--- config.mk ---
export PLATFORM = sky130hd
export DESIGN_NAME = shot_trajectory
export DESIGN_NICKNAME = d
export VERILOG_FILES = /design/src/rtl/shot_pkg.sv /design/src/rtl/shot_trajectory_btn_sync.sv /design/src/rtl/shot_trajectory.sv
export SDC_FILE = /design/constraint.sdc
export NUM_CORES = 1
export LEC_CHECK = 0
export BUFFER_PORTS_ARGS = -buffer_cell sky130_fd_sc_hd__buf_2
export CAP_MARGIN = 15
export CORE_MARGIN = 2
export CORE_UTILIZATION = 40
export DETAILED_ROUTE_END_ITERATION = 10
export PLACE_DENSITY = 0.61
export SYNTH_ARGS = -nofsm -noshare
export SYNTH_HDL_FRONTEND = slang
export SYNTH_SLANG_ARGS = --single-unit
--- constraint.sdc ---
create_clock -name clk -period 3.45 [get_ports clk]
set_clock_uncertainty 0.05 [all_clocks]
set_input_delay 0.345 -clock clk [delete_from_list [all_inputs] [get_ports clk]]
set_output_delay 0.345 -clock clk [all_outputs]
set_load 0.03 [all_outputs]
--- src/rtl/shot_pkg.sv ---
// Shared constants for the shot trajectory block: state codes,
// fixed-point formats, gravity and the launch velocity table.
package shot_pkg;

    localparam int FRAC  = 4;
    localparam int POS_W = 15;
    localparam int VEL_W = 10;

    localparam logic [1:0] ST_IDLE   = 2'd0;
    localparam logic [1:0] ST_FLIGHT = 2'd1;
    localparam logic [1:0] ST_SCORED = 2'd2;
    localparam logic [1:0] ST_MISS   = 2'd3;

    typedef logic signed [POS_W-1:0] pos_t;
    typedef logic signed [VEL_W-1:0] vel_t;

    typedef struct packed {
        vel_t vx;
        vel_t vy;
    } launch_vel_t;

    // 0.25 px/frame^2 in 6.4 format
    localparam vel_t GRAV = 10'sd4;

    // Entry 7 crosses the rim at x=517 on frame 76 from (80,400)
    function automatic launch_vel_t vel_table(input logic [2:0] sel);
        launch_vel_t v;
        v.vx = 10'sd0;
        v.vy = 10'sd0;
        case (sel)
            3'd0: begin v.vx = 10'sd48;  v.vy = -10'sd128; end
            3'd1: begin v.vx = 10'sd32;  v.vy = -10'sd96;  end
            3'd2: begin v.vx = 10'sd64;  v.vy = -10'sd144; end
            3'd3: begin v.vx = 10'sd80;  v.vy = -10'sd160; end
            3'd4: begin v.vx = 10'sd96;  v.vy = -10'sd176; end
            3'd5: begin v.vx = 10'sd128; v.vy = -10'sd112; end
            3'd6: begin v.vx = -10'sd32; v.vy = -10'sd128; end
            default: begin v.vx = 10'sd92; v.vy = -10'sd192; end
        endcase
        return v;
    endfunction

endpackage

--- src/rtl/shot_trajectory_btn_sync.sv ---
// Two-flop synchroniser for the raw launch button plus a
// rising-edge detector producing a single-cycle pulse.
module btn_sync (
    input  logic clk,
    input  logic reset,
    input  logic btn,
    output logic rise
);

    logic s1;
    logic s2;
    logic prev;

    always_ff @(posedge clk or negedge reset) begin
        if (!reset) begin
            s1   <= 1'b0;
            s2   <= 1'b0;
            prev <= 1'b0;
        end else begin
            s1   <= btn;
            s2   <= s1;
            prev <= s2;
        end
    end

    assign rise = s2 & ~prev;

endmodule

--- src/rtl/shot_trajectory.sv ---
// Basketball shot physics: per-frame ballistic update, hoop/miss detection.
// Optional made-shot counter enabled by SHOT_SCORE_COUNTER_EN.
module shot_trajectory
    import shot_pkg::*;
#(
    parameter int START_X       = 80,
    parameter int START_Y       = 400,
    parameter int FLOOR_Y       = 460,
    parameter int HOOP_X_MIN    = 500,
    parameter int HOOP_X_MAX    = 540,
    parameter int HOOP_Y        = 200,
    parameter int RESULT_FRAMES = 60
) (
    input  logic       clk,
    input  logic       reset,
    input  logic       frame_tick,
    input  logic       launch_btn,
    input  logic [2:0] sw,
    output logic [9:0] ball_x,
    output logic [9:0] ball_y,
    output logic [1:0] state,
    output logic [3:0] score
);

    localparam pos_t X0      = pos_t'(START_X * 16);
    localparam pos_t Y0      = pos_t'(START_Y * 16);
    localparam pos_t FLOOR   = pos_t'(FLOOR_Y * 16);
    localparam pos_t RIM_Y   = pos_t'(HOOP_Y * 16);
    localparam pos_t RIM_X0  = pos_t'(HOOP_X_MIN * 16);
    localparam pos_t RIM_X1  = pos_t'((HOOP_X_MAX + 1) * 16);
    localparam pos_t SCR_X   = pos_t'(640 * 16);
    localparam pos_t SCR_Y   = pos_t'(480 * 16);
    localparam logic [15:0] LAST = 16'(RESULT_FRAMES - 1);

    logic        launch;
    logic [1:0]  st_q;
    pos_t        x_q;
    pos_t        y_q;
    vel_t        vx_q;
    vel_t        vy_q;
    logic [15:0] cnt_q;

    pos_t        nx;
    pos_t        ny;
    vel_t        nvy;
    logic        hit;
    logic        miss;
    launch_vel_t tbl;

    btn_sync u_btn_sync (
        .clk   (clk),
        .reset (reset),
        .btn   (launch_btn),
        .rise  (launch)
    );

    assign tbl = vel_table(sw);
    assign nx  = x_q + {{(POS_W-VEL_W){vx_q[VEL_W-1]}}, vx_q};
    assign ny  = y_q + {{(POS_W-VEL_W){vy_q[VEL_W-1]}}, vy_q};
    assign nvy = vy_q + GRAV;

    assign hit = (y_q < RIM_Y) && (ny >= RIM_Y)
              && !vy_q[VEL_W-1] && (vy_q != '0)
              && (nx >= RIM_X0) && (nx < RIM_X1);

    assign miss = (ny >= FLOOR) || (nx >= SCR_X) || nx[POS_W-1];

    always_ff @(posedge clk or negedge reset) begin
        if (!reset) begin
            st_q  <= ST_IDLE;
            x_q   <= X0;
            y_q   <= Y0;
            vx_q  <= '0;
            vy_q  <= '0;
            cnt_q <= '0;
        end else begin
            unique case (st_q)
                ST_IDLE: begin
                    if (launch) begin
                        st_q <= ST_FLIGHT;
                        vx_q <= tbl.vx;
                        vy_q <= tbl.vy;
                    end
                end
                ST_FLIGHT: begin
                    if (frame_tick) begin
                        x_q  <= nx;
                        y_q  <= ny;
                        vy_q <= nvy;
                        if (hit)
                            st_q <= ST_SCORED;
                        else if (miss)
                            st_q <= ST_MISS;
                    end
                end
                default: begin
                    if (frame_tick) begin
                        if (cnt_q == LAST) begin
                            st_q  <= ST_IDLE;
                            cnt_q <= '0;
                            x_q   <= X0;
                            y_q   <= Y0;
                            vx_q  <= '0;
                            vy_q  <= '0;
                        end else begin
                            cnt_q <= cnt_q + 16'd1;
                        end
                    end
                end
            endcase
        end
    end

`ifdef SHOT_SCORE_COUNTER_EN
    logic [3:0] score_q;

    always_ff @(posedge clk or negedge reset) begin
        if (!reset)
            score_q <= '0;
        else if (st_q == ST_FLIGHT && frame_tick && hit)
            score_q <= score_q + 4'd1;
    end

    assign score = score_q;
`else
    assign score = 4'd0;
`endif

    // Ball may leave the screen before the miss registers; clamp, never wrap
    assign ball_x = x_q[POS_W-1] ? 10'd0 :
                    (x_q >= SCR_X) ? 10'd639 : x_q[13:4];
    assign ball_y = y_q[POS_W-1] ? 10'd0 :
                    (y_q >= SCR_Y) ? 10'd479 : y_q[13:4];
    assign state  = st_q;

endmodule

Yosys cells after proc, flatten, opt, wreduce, memory -nomap -nowiden
Index checks and enable logic that the tools add are counted.
{ "op_classes": {"addsub": 4, "magnitude_cmp": 8, "eq_ne": 11, "muxes": 28, "n_bitwise": 5, "reduce_logical": 21} }
{ "op_table": {"columns": ["operator", "n"], "rows": [
  ["20-bit one-hot mux with 7 select lines", 1],
  ["10-bit 2-to-1 mux", 9],
  ["15-bit 2-to-1 mux", 6],
  ["15-bit one-hot mux with 2 select lines", 2],
  ["15-bit by 14-bit >= comparator with 1-bit output (second input constant)", 3],
  ["10-bit one-hot mux with 2 select lines", 2],
  ["15-bit adder", 2],
  ["15-bit >= comparator (second input constant)", 2],
  ["16-bit by 1-bit adder with 16-bit output (second input constant)", 1],
  ["16-bit by 6-bit == test with 1-bit output (second input constant)", 1],
  ["16-bit 2-to-1 mux", 1],
  ["15-bit by 13-bit >= comparator with 1-bit output (second input constant)", 1],
  ["15-bit by 13-bit < comparator with 1-bit output (second input constant)", 1],
  ["15-bit < comparator (second input constant)", 1],
  ["2-bit 2-to-1 mux", 6],
  ["10-bit by 4-bit adder with 10-bit output (second input constant)", 1],
  ["10-bit nonzero test", 1],
  ["3-bit == test (second input constant)", 3],
  ["4-bit AND reduction", 2],
  ["3-bit by 2-bit == test with 1-bit output (second input constant)", 2],
  ["2-bit nonzero test", 3],
  ["1-bit logical AND", 5],
  ["5-bit AND reduction", 1],
  ["2-bit inequality test (second input constant)", 2],
  ["14 further kinds", 18]
]} }
{ "totals": {"reg_bits": 71, "wordCells": 86} }

Longest topological paths before layout
{ "depth": {"ltp_word": 10, "ltp_mapped": 12, "ltp_nobuf": 12} }

Hierarchy
Synthesis repeated with hierarchy kept, for this count alone.
{ "hier_totals": {"cells_unflattened": 512, "hier_area_um2": 4287.9} }
{ "modules_own_cells": {"columns": ["mod", "instances", "cells_per_inst", "area_each_um2", "seq_area_each_um2"], "rows": [
  ["shot_trajectory", 1, 508, 4199.0, 1457.6],
  ["btn_sync", 1, 4, 88.8, 75.1]
]} }

Worst setup path before layout
No wires, ideal clock.
{ "synth_path": {"path_type": "register to register", "start": "register vy_q[2]", "end": "register st_q[1], in the netlist state[1]", "arrival_time_ns": 2.642, "required_time_ns": 3.320, "slack_ns": 0.678, "path_stages_with_launch": 12, "synth_period_minus_slack_ns": 2.772, "path_cell_list": "dfrtp_1 ha_1 fa_1 a211oi_1 o211ai_1 a31o_2 a21oi_1 xor2_1 o31a_1 o2111a_1 o31ai_1 nor3b_2"} }
{ "synth_between": {"elab_chain_cells": 10, "elab_cells_between_ends": 16, "classes_between": "add/sub: 1; order compare: 2; eq/ne: 1; mux: 3; reduce/logical: 9"} }
{ "synth_lines": {"columns": ["element", "line", "source"], "rows": [
  ["from (decl)", "shot_trajectory.sv:40", "vel_t vy_q;"],
  ["from (signal assigned)", "shot_trajectory.sv:82", "vy_q <= tbl.vy;"],
  ["from (signal assigned)", "shot_trajectory.sv:89", "vy_q <= nvy;"],
  ["15-bit adder", "shot_trajectory.sv:59", "assign ny = y_q + {{(POS_W-VEL_W){vy_q[VEL_W-1]}}, vy_q};"],
  ["15-bit by 13-bit >= comparator with 1-bit output", "shot_trajectory.sv:62", "assign hit = (y_q < RIM_Y) && (ny >= RIM_Y)"],
  ["1-bit logical AND", "shot_trajectory.sv:62", null],
  ["1-bit logical AND (2 in a row)", "shot_trajectory.sv:63", "&& !vy_q[VEL_W-1] && (vy_q != '0)"],
  ["1-bit logical AND (2 in a row)", "shot_trajectory.sv:64", "&& (nx >= RIM_X0) && (nx < RIM_X1);"],
  ["2-bit 2-to-1 mux", "shot_trajectory.sv:90", "if (hit)"],
  ["2-bit 2-to-1 mux", "shot_trajectory.sv:86", "if (frame_tick) begin"],
  ["2-bit one-hot mux with 2 select lines", "shot_trajectory.sv:77", "unique case (st_q)"],
  ["to (signal assigned)", "shot_trajectory.sv:80", "st_q <= ST_FLIGHT;"],
  ["to (signal assigned)", "shot_trajectory.sv:91", "st_q <= ST_SCORED;"],
  ["to (signal assigned)", "shot_trajectory.sv:93", "st_q <= ST_MISS;"],
  ["to (decl)", "shot_trajectory.sv:36", "logic [1:0] st_q;"]
]} }
Parallel ways exist; a longest one is shown, timed or not. The select of a mux whose other input is x is not followed.
A chain may end at the register's enable or synchronous reset.

Worst setup path after layout
{ "layout_path": {"start": "register vx_q[8]", "end": "register st_q[0], in the netlist state[0]"} }
{ "layout_between": {"elab_chain_cells": 7, "elab_cells_between_ends": 13, "classes_between": "add/sub: 1; order compare: 3; eq/ne: 1; mux: 3; reduce/logical: 5"} }
{ "layout_lines": {"columns": ["element", "line", "source"], "rows": [
  ["from (decl)", "shot_trajectory.sv:39", "vel_t vx_q;"],
  ["from (signal assigned)", "shot_trajectory.sv:81", "vx_q <= tbl.vx;"],
  ["15-bit adder *", "shot_trajectory.sv:58", "assign nx = x_q + {{(POS_W-VEL_W){vx_q[VEL_W-1]}}, vx_q};"],
  ["15-bit by 14-bit >= comparator with 1-bit output", "shot_trajectory.sv:64", null],
  ["1-bit logical AND (2 in a row)", "shot_trajectory.sv:64", null],
  ["2-bit 2-to-1 mux", "shot_trajectory.sv:90", null],
  ["2-bit 2-to-1 mux", "shot_trajectory.sv:86", null],
  ["2-bit one-hot mux with 2 select lines", "shot_trajectory.sv:77", null]
]} }
Every way passes the cells marked *; elsewhere a longest branch is shown, timed or not. The select of a mux whose other input is x is not followed.

==> flow_summary.yaml <==
place:
  gp_congestion: 0.851
  dpl_cell_area_mm2: 0.00440
  dpl.cell_count: 627
  portBuffers: 27
  hpwl_mm: 6.97
floorplan:
  dieWidth_um: 106
  fp-row-count: 37
  ioPinCount: 33
  die-area_mm2: 0.0112
  die_y_um: 106
  initial_core_util: 0.406
  design.core.area_mm2: 0.0102
final_layout:
  fin_nets: 540
  instances_no_fill: 645
  seqCellArea_mm2: 0.00153
  drive_above_1_share: 0.120
  syn_to_final_growth_pct: 12.2
  num_antenna_cells: 0
  multi_input_area_mm2: 0.00244
  fillers: 1010
  stdcell_area_mm2: 0.00463
cts:
  clk_path_buf_depth: 2
  htreeDepth: 3
  cts_buffers: 9
  cts_setup_buffers: 0
  cts-hold-fix-buffers: 0
  insertion_delay_ns: 0.34
  post_cts_resized: 0
  cts.sinks: 61
  root_buffer: "clkbuf_8"
  clk_pin_slew_ns: 0.07
  cts_tree: "yes"
critical_path:
  startpoint_type: "flop"
  critPathCaptureType: "flop"
  path_cells: "ha_1 -> a21o_1 -> a211oi_1 -> mux2i_1 -> o211ai_1 -> a31o_2 -> nor4_1 -> a31oi_1 -> o31ai_1 -> nand3_1"
  crit_fanout: 8
  crit_path_max_incr_delay_ns: 0.50
  required_ns: 3.62
  worst-endpoint-arrival_ns: 3.20
  crit_type: "flop to flop"
  critical_path.slowest_cell: "dfrtp_1"
timing:
  timing.fmax_mhz: 330
  maxSlewHeadroom: 0.536
  hold_viol: 0
  finalCritPeriodShare: 0.878
  setup_viol: 0
  drv_slew: 0
  rsz0062_at_grt: "false"
  tns_ns: 0
  tightest_slew_ns: 0.691
  fin_crit_ns: 3.03
hold_path:
  hold_class: "input pin to flop"
grt:
  grt_pass1_vias: 3379
  grt_overflow: 0
  grt_pass1_wl_mm: 16.4
  track_usage: 0.184
  grt_max_degree: 50
  antenna_found_initial: 0
synthesis:
  syn_area_per_cell_um2: 8.72
  synth_area_mm2: 0.00413
  yosysUniqueCellTypes: 61
  yosysSeqAreaShare: 0.371
  yosys_warnings: 0
  synthCells: 474
  synth_edf_count: 0
  yosysTopAreaCell: "dfrtp_1"
  async_flop_share: 1.00
  synth.top_cell.area_share: 0.339
  ys_top_cells_by_area: "dfrtp_1, ha_1, o21ai_0"
  synth_seq_cells: 61
  synthFlopType: "dfrtp_1"
detailed_routing:
  dr.pass1.iters: 4
  totalWireLength_mm: 9.66
  wl_per_cell_um: 15.0
  drt_iter0_markers: 221
  via_per_inst: 5.46
  ant_nets: 0
  drc: 0
  vias: 3521
power_and_ir_drop:
  p_clk_frac: 0.146
  power_leakage_nw: 2.11
  powerDensity_mw_per_mm2: 1010
  comb_power_share: 0.580
  p_int_mw: 2.43
  p_total_mw: 4.67
  p_seq_frac: 0.274
  irDropWorstVdd_uv: 474
  switchingPower_mw: 2.24
  power_switching_share: 0.479
job:
  maxCapViolations: 0
outcome:
  status: "finished clean"
synthesized netlist by cell type, drive strengths merged (6+ instances only):
master  instances
xor2           11
nor3            9
nor2b           6
a211oi          7
o22ai           6
ha             27
nor2           42
a21o            6
inv            20
buf            10
nand2          48
nand3          16
dfrtp          56
a22o            9
xnor2          22
clkbuf         10
a31oi           7
a21oi          33
o21ai          44
o21a            6
routing by layer:
layer	track usage	up-vias	share of wire
met5	0	-	0
met2	0.270	81	0.44
li1	-	1771	-
met4	0.0648	0	0.019
met1	0.264	1650	0.50
met3	0.0458	19	0.042
worst paths after layout:
kind,from,end,slack [ns],cells past startpoint
min reg2reg,u_btn_sync.s1,u_btn_sync.s2,0.30,0
max reg2reg,vx_q[8],state[0],0.42,10
max in group asynchronous,reset,vy_q[9],2.36,4
min in group asynchronous,reset,cnt_q[12],0.35,2
max,vx_q[8],state[0],0.42,10
min,launch_btn,u_btn_sync.s1,0.06,1
critical path, delay by kind of cell, from the launching register on:
family	cells	cell delay, ns
AND/OR/NAND/NOR	2	0.39
flip-flops	1	0.50
multiplexers	1	0.24
adder cells (fa/ha/maj)	1	0.41
AO/OA/AOI/OAI	6	1.32
placed cells by master (no fill, tap or decap), types with 3 or more instances in the layout:
master	synthesis	layout
dfrtp_1	56	56
nand2_1	48	48
nor2_1	42	42
o21ai_0	43	42
a21oi_1	33	33
ha_1	27	27
buf_2	2	27
xnor2_1	22	22
inv_1	20	20
nand3_1	16	16
xor2_1	11	11
nor3_1	9	9
clkbuf_8	0	9
a22o_1	8	8
a31oi_1	7	7
o21a_1	6	6
nor2b_1	6	6
o22ai_1	6	6
a211oi_1	6	6
a21o_1	6	6
buf_4	6	6
and3_1	5	5
o211ai_1	5	5
nand4_1	5	5
conb_1	1	5
dfstp_2	5	5
and2_1	4	4
nor3b_1	4	4
nor4_1	4	4
mux2i_1	4	4
o31ai_1	4	4
nand2b_1	3	3
o22a_1	3	3
clkbuf_1	10	3
cells by family after synthesis:
logic type,share of synthesized area
and+or+nand+nor,0.181
adders and majority gates,0.0915
other,0.000908
DFF,0.371
xor gates and xnor gates,0.0700
buffers and inverters,0.0424
muxes,0.00969
AOI/OAI and AO/OA,0.233
stage by stage:
stage / hold WS, ns / setup WS, ns / util
global route: 0.0362 / 0.186 / 0.455
finish: 0.0634 / 0.421 / 0.455
global placement: 0.283 / 0.520 / 0.432
detailed placement: 0.286 / 0.482 / 0.432
CTS: 0.0388 / 0.459 / 0.452
floorplan: -0.000591 / 0.678 / -
state kept, by name, summed over array words and instances (netlist names):
| name | count |
|---|---|
| u_btn_sync.s2 | 1 |
| u_btn_sync.prev | 1 |
| y_q | 13 |
| u_btn_sync.s1 | 1 |
| vy_q | 8 |
| cnt_q | 16 |
| state | 2 |
| vx_q | 6 |
| x_q | 13 |
final cells by class:
class                   count  share of cell area
clock inverters             4              0.0157
inverters                  20              0.0162
well taps                 136              0.0367
repair buffers             35              0.0454
flip-flops and latches     61               0.331
clock buffers              12              0.0292
multi-input cells         377               0.526
power groups by stage:
stage	logic, mW	clock network, mW	registers [mW]
after floorplan	2.13	0	1.19
after CTS	2.69	0.707	1.28
after global routing	3.02	0.741	1.33
after global placement	2.65	0	1.29
after detailed placement	2.67	0	1.30
final	2.71	0.682	1.28
No activity file was read; power rests on OpenSTA's default activity.
